===== src/rtl/registro_universal_param_pkg.sv =====
// Shared definitions for registro_universal_param and its shadow bank.
// Contents:
//   state_e         - controller state encoding (LIVE / CAPTURE / FROZEN)
//   DEF_*           - default WIDTH / N_CH / SEL_W values
//   sel_in_range()  - channel index range check
// Optional feature macro used by the importing files: REG_UNIV_PARITY_EN
package registro_universal_param_pkg;

    localparam int unsigned DEF_WIDTH = 8;
    localparam int unsigned DEF_N_CH  = 2;
    localparam int unsigned DEF_SEL_W = 1;

    localparam int unsigned ST_W = 2;

    typedef enum logic [ST_W-1:0] {
        ST_LIVE    = 2'd0,
        ST_CAPTURE = 2'd1,
        ST_FROZEN  = 2'd2
    } state_e;

    // True when a zero-extended channel index addresses an existing channel.
    function automatic logic sel_in_range(input int unsigned sel, input int unsigned n_ch);
        return (sel < n_ch);
    endfunction

endpackage : registro_universal_param_pkg


===== src/rtl/registro_shadow_bank.sv =====
// Snapshot bank: N_CH words of WIDTH bits, all loaded in parallel on one falling
// edge, read back through an asynchronous mux.
// Ports:
//   clk        in   falling-edge clock
//   reset      in   asynchronous active-high reset, clears every word
//   i_load     in   1 = load every channel from i_dato on this edge
//   i_dato     in   N_CH*WIDTH packed channels, channel k at [k*WIDTH +: WIDTH]
//   i_rd_sel   in   read index
//   o_rd_dato  out  word selected by i_rd_sel (0 if out of range)
//   o_rd_par   out  stored parity of the selected word (REG_UNIV_PARITY_EN only)
module registro_shadow_bank
    import registro_universal_param_pkg::*;
#(
    parameter int unsigned WIDTH = DEF_WIDTH,
    parameter int unsigned N_CH  = DEF_N_CH,
    parameter int unsigned SEL_W = DEF_SEL_W
) (
    input  logic                  clk,
    input  logic                  reset,
    input  logic                  i_load,
    input  logic [N_CH*WIDTH-1:0] i_dato,
    input  logic [SEL_W-1:0]      i_rd_sel,
    output logic [WIDTH-1:0]      o_rd_dato
`ifdef REG_UNIV_PARITY_EN
    ,
    output logic                  o_rd_par
`endif
);

    logic [WIDTH-1:0] r_mem [N_CH];
`ifdef REG_UNIV_PARITY_EN
    logic             r_par [N_CH];
`endif

    // Parallel snapshot of every channel.
    always_ff @(negedge clk or posedge reset) begin
        if (reset) begin
            for (int unsigned k = 0; k < N_CH; k++) begin
                r_mem[k] <= '0;
`ifdef REG_UNIV_PARITY_EN
                r_par[k] <= 1'b0;
`endif
            end
        end else if (i_load) begin
            for (int unsigned k = 0; k < N_CH; k++) begin
                r_mem[k] <= i_dato[k*WIDTH +: WIDTH];
`ifdef REG_UNIV_PARITY_EN
                r_par[k] <= ^i_dato[k*WIDTH +: WIDTH];
`endif
            end
        end
    end

    // Compare-based read mux so unused codes of i_rd_sel never index past the array.
    always_comb begin
        o_rd_dato = '0;
`ifdef REG_UNIV_PARITY_EN
        o_rd_par  = 1'b0;
`endif
        for (int unsigned k = 0; k < N_CH; k++) begin
            if (i_rd_sel == SEL_W'(k)) begin
                o_rd_dato = r_mem[k];
`ifdef REG_UNIV_PARITY_EN
                o_rd_par  = r_par[k];
`endif
            end
        end
    end

endmodule : registro_shadow_bank


===== src/rtl/registro_universal_param.sv =====
// Channel-select output register with an atomic snapshot (frozen) mode.
// One of N_CH channels is loaded into out_dato on the falling clock edge; a capture
// request latches all channels at once so multi-field values are read coherently
// while the live sources keep changing.
// Ports:
//   clk          in   falling-edge clock
//   reset        in   asynchronous active-high reset
//   hold         in   1 = output register keeps its value
//   capture      in   1-cycle request: snapshot all channels, enter frozen mode
//   release_req  in   1-cycle request: leave frozen mode, return to live
//   chip_select  in   channel index
//   in_dato      in   N_CH*WIDTH packed channels
//   out_dato     out  registered output word
//   out_valid    out  out_dato holds a loaded value
//   frozen       out  output sourced from the snapshot bank (CAPTURE or FROZEN)
//   changed      out  1-cycle pulse: last load changed out_dato
//   sel_err      out  chip_select >= N_CH on the last edge (or shadow parity error)
//   out_par      out  even parity of out_dato (REG_UNIV_PARITY_EN only)
// Optional feature macro: REG_UNIV_PARITY_EN
module registro_universal_param
    import registro_universal_param_pkg::*;
#(
    parameter int unsigned WIDTH = DEF_WIDTH,
    parameter int unsigned N_CH  = DEF_N_CH,
    parameter int unsigned SEL_W = DEF_SEL_W
) (
    input  logic                  clk,
    input  logic                  reset,
    input  logic                  hold,
    input  logic                  capture,
    input  logic                  release_req,
    input  logic [SEL_W-1:0]      chip_select,
    input  logic [N_CH*WIDTH-1:0] in_dato,
    output logic [WIDTH-1:0]      out_dato,
    output logic                  out_valid,
    output logic                  frozen,
    output logic                  changed,
    output logic                  sel_err
`ifdef REG_UNIV_PARITY_EN
    ,
    output logic                  out_par
`endif
);

    state_e           r_state;
    state_e           w_next_state;

    logic [WIDTH-1:0] r_dato;
    logic             r_valid;
    logic             r_frozen;
    logic             r_changed;
    logic             r_sel_err;

    logic             w_sel_ok;
    logic             w_load;
    logic             w_snap;
    logic             w_sel_err;
    logic [WIDTH-1:0] w_live_dato;
    logic [WIDTH-1:0] w_shadow_dato;
    logic [WIDTH-1:0] w_src;

`ifdef REG_UNIV_PARITY_EN
    logic             r_par;
    logic             w_shadow_par;
`endif

    registro_shadow_bank #(
        .WIDTH (WIDTH),
        .N_CH  (N_CH),
        .SEL_W (SEL_W)
    ) u_shadow (
        .clk       (clk),
        .reset     (reset),
        .i_load    (w_snap),
        .i_dato    (in_dato),
        .i_rd_sel  (chip_select),
        .o_rd_dato (w_shadow_dato)
`ifdef REG_UNIV_PARITY_EN
        ,
        .o_rd_par  (w_shadow_par)
`endif
    );

    // State register.
    always_ff @(negedge clk or posedge reset) begin
        if (reset) begin
            r_state <= ST_LIVE;
        end else begin
            r_state <= w_next_state;
        end
    end

    // Next state, load decision and output-register source select.
    always_comb begin
        w_next_state = r_state;
        w_live_dato  = '0;
        w_snap       = 1'b0;
        w_sel_ok     = sel_in_range(32'(chip_select), N_CH);
        w_load       = 1'b0;
        w_src        = r_dato;
        w_sel_err    = 1'b0;

        for (int unsigned k = 0; k < N_CH; k++) begin
            if (chip_select == SEL_W'(k)) begin
                w_live_dato = in_dato[k*WIDTH +: WIDTH];
            end
        end

        // capture has priority over release when both are requested.
        case (r_state)
            ST_LIVE: begin
                if (capture) begin
                    w_next_state = ST_CAPTURE;
                end
                w_src  = w_live_dato;
                w_load = !hold && w_sel_ok;
            end
            ST_CAPTURE: begin
                w_next_state = ST_FROZEN;
                w_snap       = 1'b1;
            end
            ST_FROZEN: begin
                if (capture) begin
                    w_next_state = ST_CAPTURE;
                end else if (release_req) begin
                    w_next_state = ST_LIVE;
                end
                w_src  = w_shadow_dato;
                w_load = !hold && w_sel_ok;
            end
            default: begin
                w_next_state = ST_LIVE;
            end
        endcase

        w_sel_err = !w_sel_ok;
`ifdef REG_UNIV_PARITY_EN
        // A corrupted shadow word is flagged on the same pulse as a bad index.
        if (w_load && (r_state == ST_FROZEN) && ((^w_shadow_dato) != w_shadow_par)) begin
            w_sel_err = 1'b1;
        end
`endif
    end

    // Output register and status flags.
    always_ff @(negedge clk or posedge reset) begin
        if (reset) begin
            r_dato    <= '0;
            r_valid   <= 1'b0;
            r_frozen  <= 1'b0;
            r_changed <= 1'b0;
            r_sel_err <= 1'b0;
`ifdef REG_UNIV_PARITY_EN
            r_par     <= 1'b0;
`endif
        end else begin
            r_frozen  <= (w_next_state != ST_LIVE);
            r_sel_err <= w_sel_err;
            r_changed <= w_load && (w_src != r_dato);
            if (w_load) begin
                r_dato <= w_src;
`ifdef REG_UNIV_PARITY_EN
                r_par  <= ^w_src;
`endif
            end
            // Validity is dropped while the snapshot is being taken.
            if (r_state == ST_CAPTURE) begin
                r_valid <= 1'b0;
            end else if (w_load) begin
                r_valid <= 1'b1;
            end
        end
    end

    assign out_dato  = r_dato;
    assign out_valid = r_valid;
    assign frozen    = r_frozen;
    assign changed   = r_changed;
    assign sel_err   = r_sel_err;
`ifdef REG_UNIV_PARITY_EN
    assign out_par   = r_par;
`endif

endmodule : registro_universal_param


===== config.mk =====
export PLATFORM = sky130hd
export DESIGN_NAME = registro_universal_param
export DESIGN_NICKNAME = d
export VERILOG_FILES = /design/src/rtl/registro_universal_param_pkg.sv /design/src/rtl/registro_shadow_bank.sv /design/src/rtl/registro_universal_param.sv
export SDC_FILE = /design/constraint.sdc
export NUM_CORES = 1
export LEC_CHECK = 0
export ABC_AREA = 1
export BUFFER_PORTS_ARGS = -buffer_cell sky130_fd_sc_hd__buf_4
export CORE_ASPECT_RATIO = 0.5
export CORE_MARGIN = 5
export CORE_UTILIZATION = 49
export DETAILED_ROUTE_END_ITERATION = 6
export HOLD_SLACK_MARGIN = 0.08
export PLACE_DENSITY = 0.77
export SKIP_CTS_REPAIR_TIMING = 1
export SYNTH_ARGS = -nofsm -noshare
export SYNTH_HDL_FRONTEND = slang
export SYNTH_HIERARCHICAL = 1
export SYNTH_SLANG_ARGS = --single-unit

===== constraint.sdc =====
create_clock -name clk -period 1.2 [get_ports clk]
set_input_delay 0.24 -clock clk [delete_from_list [all_inputs] [get_ports clk]]
set_output_delay 0.24 -clock clk [all_outputs]
set_load 0.01 [all_outputs]

==> reports/qor.log <==
qor: status.run_status finished with violations
qor: status.violated_checks negative setup slack
qor: grt.grt_start_max_net_pins 18
qor: logic_synthesis.syn-instance-count 240
qor: grt.number_of_antenna_violations_at_the_first_check_in_global_routing 0
qor: place.place_congestion 0.931
qor: worst_setup_path.critPathCaptureType flop
qor: sta.final-max-slew-violation-count 0
qor: grt.grt_util_all_layers 0.195
qor: die.dieHeight 51.6 um
qor: pwr.power_frac_comb 0.396
qor: place.place.detailed.hpwl 3.31 mm
qor: cells_and_area.fillCellCount 187
qor: worst_hold_path.min_path_type input port to asynchronous set/reset pin
qor: cells_and_area.syn_to_final_growth 59.6%
qor: worst_setup_path.biggest_fanout_along_the_worst_timing_path 8
qor: die.core 0.00338 mm2
qor: route.drt-total-wl 5.60 mm
qor: die.initial_utilization 0.502
qor: clocking.clk_root_buffer_cell sky130_fd_sc_hd__clkbuf_8
qor: die.io_pins 34
qor: pwr.vdd_ir_drop_max 0.701 mV
qor: clocking.numClockSinks 29
qor: sta.finalHoldViolCount 0
qor: worst_setup_path.worst-endpoint-arrival 1.23 ns
qor: logic_synthesis.ys_seq_elements 29
qor: route.wl_met1 2.36 mm
qor: logic_synthesis.syn_nets 262
qor: logic_synthesis.synth_warnings 6
qor: clocking.clock_latency 0.29 ns
qor: logic_synthesis.seq_area_frac_synth 0.428
qor: cells_and_area.stdcell_area 0.00271 mm2
qor: pwr.power.total 3.70 mW
qor: route.first_pass_iters 4
qor: worst_setup_path.critical_path_class input port to flop
qor: pwr.p_int 2.41 mW
qor: route.wl_per_cell 15.7 um
qor: logic_synthesis.yosys-top-cells-area sky130_fd_sc_hd__dfrtn_1 43%, sky130_fd_sc_hd__nand2_1 25%, sky130_fd_sc_hd__nand2_2 7.4%
qor: pwr.swShare 0.349
qor: logic_synthesis.syn_area 0.00170 mm2
qor: pwr.powerDensity 1370 mW/mm2
qor: job.max-cap-violations 0
qor: route.drt_iter0_markers 117
qor: grt.grt-ovfl-total 0
qor: clocking.register_clock_pin_slew_on_the_reported_worst_setup_and_hold_paths 0.05 ns
qor: cells_and_area.post_route_cells_drive_above_1_share 0.503
qor: die.die_x 93.2 um
qor: clocking.htreeDepth 2
qor: sta.finalClockSkew 0.00430 ns
qor: route.detailroute.via_count 1,890
qor: route.detailroute.wirelength.met3 458 um
qor: pwr.pwr-share-clk 0.246
qor: logic_synthesis.netlist-cell-type-count 23
qor: sta.setup_viol_count_final 37
qor: logic_synthesis.netlist.area_leader.share 0.428
qor: clocking.ctsLongestPathBuffers 2
qor: die.die_area 0.00481 mm2
qor: grt.grt_pass1_vias 1,588
qor: place.postPlaceCellArea 0.00221 mm2
qor: logic_synthesis.yosys.area.top_type sky130_fd_sc_hd__dfrtn_1
qor: logic_synthesis.syn_area_per_cell 7.07 um2
qor: route.top_metal_layer_carrying_routed_signals met4
qor: cells_and_area.n_antenna_cell 0
qor: clocking.tritoncts.num_buffers 5
qor: pwr.share_seq_of_total_power 0.358
qor: grt.grt_first_pass_wirelength 7.08 mm
qor: pwr.leakagePower 1.47 nW
qor: place.io_buffers 32
qor: pwr.p_switching 1.29 mW
qor: route.antenna_violating_nets_post_route 0
qor: route.via_per_inst 5.31
qor: worst_setup_path.crit_path_start_kind input port
qor: sta.setup_ws -0.499 ns
qor: cells_and_area.nets 335
qor: route.route.met2.wl 2.67 mm
qor: route.drc 0
qor: worst_setup_path.cp.required 0.73 ns
qor: die.fp-row-count 15
qor: clocking.cts_tree yes
qor: sta.grt_setup_unrepaired yes
==> synthesized netlist by cell type <==
| library cell | number |
|---|---|
| sky130_fd_sc_hd__nand3_1 | 16 |
| sky130_fd_sc_hd__buf_6 | 3 |
| sky130_fd_sc_hd__buf_12 | 1 |
| sky130_fd_sc_hd__or2_2 | 2 |
| sky130_fd_sc_hd__clkbuf_1 | 1 |
| sky130_fd_sc_hd__nor2_2 | 1 |
| sky130_fd_sc_hd__buf_4 | 1 |
| sky130_fd_sc_hd__buf_2 | 3 |
| sky130_fd_sc_hd__nor2_4 | 1 |
| sky130_fd_sc_hd__dfrtn_1 | 29 |
| sky130_fd_sc_hd__conb_1 | 1 |
| sky130_fd_sc_hd__inv_4 | 1 |
| sky130_fd_sc_hd__nand4_1 | 7 |
| sky130_fd_sc_hd__nand2_2 | 20 |
| sky130_fd_sc_hd__o31ai_1 | 1 |
| sky130_fd_sc_hd__nor2_1 | 4 |
| sky130_fd_sc_hd__inv_2 | 1 |
| sky130_fd_sc_hd__nand2_1 | 114 |
| sky130_fd_sc_hd__o21ai_0 | 9 |
| sky130_fd_sc_hd__inv_8 | 1 |
| sky130_fd_sc_hd__a21oi_1 | 1 |
| sky130_fd_sc_hd__inv_1 | 21 |
| sky130_fd_sc_hd__nand3b_1 | 1 |
==> metal layers <==
layer,global-route usage,vias up
met1,0.260,897
met4,0.0438,0
li1,-,882
met3,0.0564,16
met5,0,-
met2,0.317,95
==> state kept, by name, summed over array words and instances, names as in the netlist <==
register and flops:
changed 1, frozen 1, out_dato 8, out_valid 1
r_state 2, u_shadow/r_mem 16
==> power by group through the flow <==
stage | Combinational [mW] | Sequential [mW] | Clock (mW)
global route | 1.59 | 1.34 | 0.959
finish | 1.47 | 1.33 | 0.909
detailed placement | 1.15 | 1.31 | 0
CTS | 1.16 | 1.30 | 0.909
floorplan | 0.612 | 1.34 | 0
global placement | 1.12 | 1.31 | 0
==> worst max-delay path, cell delays in order <==
cell and delay [ns]:
sky130_fd_sc_hd__buf_16 0.11, sky130_fd_sc_hd__clkinv_8 0.07, sky130_fd_sc_hd__nand2_4 0.06, sky130_fd_sc_hd__nand2_4 0.05
sky130_fd_sc_hd__nand3b_1 0.19, sky130_fd_sc_hd__nand3_2 0.11, sky130_fd_sc_hd__nand2_1 0.07, sky130_fd_sc_hd__nand2_1 0.06
sky130_fd_sc_hd__nand2_1 0.06, sky130_fd_sc_hd__nor2_1 0.12, sky130_fd_sc_hd__a21oi_1 0.08
==> layout make-up <==
cell class | instances | area [um2] | share of cell area
Multi-Input combinational cell | 179 | 993 | 0.367
Inverter | 24 | 120 | 0.0444
Clock buffer | 7 | 96.3 | 0.0356
Timing Repair inverter | 1 | 11.3 | 0.00416
Clock inverter | 1 | 5.00 | 0.00185
Sequential cell | 29 | 726 | 0.268
Tap cell | 42 | 52.6 | 0.0194
Timing Repair Buffer | 73 | 703 | 0.260
==> layout by cell type (no fill, tap or decap), types with 4 or more instances in the layout <==
cell / n
sky130_fd_sc_hd__nand2_4: 8
sky130_fd_sc_hd__clkbuf_8: 7
sky130_fd_sc_hd__inv_1: 17
sky130_fd_sc_hd__nand3_2: 8
sky130_fd_sc_hd__nand2_1: 84
sky130_fd_sc_hd__o21ai_2: 4
sky130_fd_sc_hd__buf_4: 56
sky130_fd_sc_hd__buf_6: 8
sky130_fd_sc_hd__nand4_1: 7
sky130_fd_sc_hd__o21ai_1: 5
sky130_fd_sc_hd__nand2_2: 42
sky130_fd_sc_hd__dfrtn_1: 29
sky130_fd_sc_hd__nand3_1: 8
==> metrics by stage <==
stage	worst slack, ns	setup TNS, ns	std cells	hold WS (ns)	util
2_1_floorplan	-0.504	-5.07	240	0.403	-
3_3_place_gp	-0.753	-8.22	338	0.421	0.654
3_5_place_dp	-0.811	-8.92	338	0.426	0.654
4_1_cts	-0.515	-9.26	346	0.433	0.684
5_1_grt	-0.580	-10.06	356	0.459	0.801
6_report	-0.499	-8.70	356	0.437	0.801
==> logic make-up after synthesis <==
logic type,Yosys count,synth area share
buf+inv,33,0.106
simple gates,166,0.430
flops,29,0.428
compound gates,11,0.0339
other cells,1,0.00221
==> worst paths after layout <==
check / slack [ns] / endpoint / start / cells after the start
setup / recovery: -0.50 / changed / chip_select / 11
hold / removal: 0.44 / out_valid / reset / 3
setup reg to reg: -0.39 / changed / r_state[0] / 9
hold reg to reg: 0.44 / u_shadow/r_mem[2] / u_shadow/r_mem[2] / 2
max in group asynchronous: 0.59 / u_shadow/r_mem[6] / reset / 3
min in group clk: 0.44 / u_shadow/r_mem[2] / u_shadow/r_mem[2] / 2
Note: power is estimated with default switching activity, not from simulation.
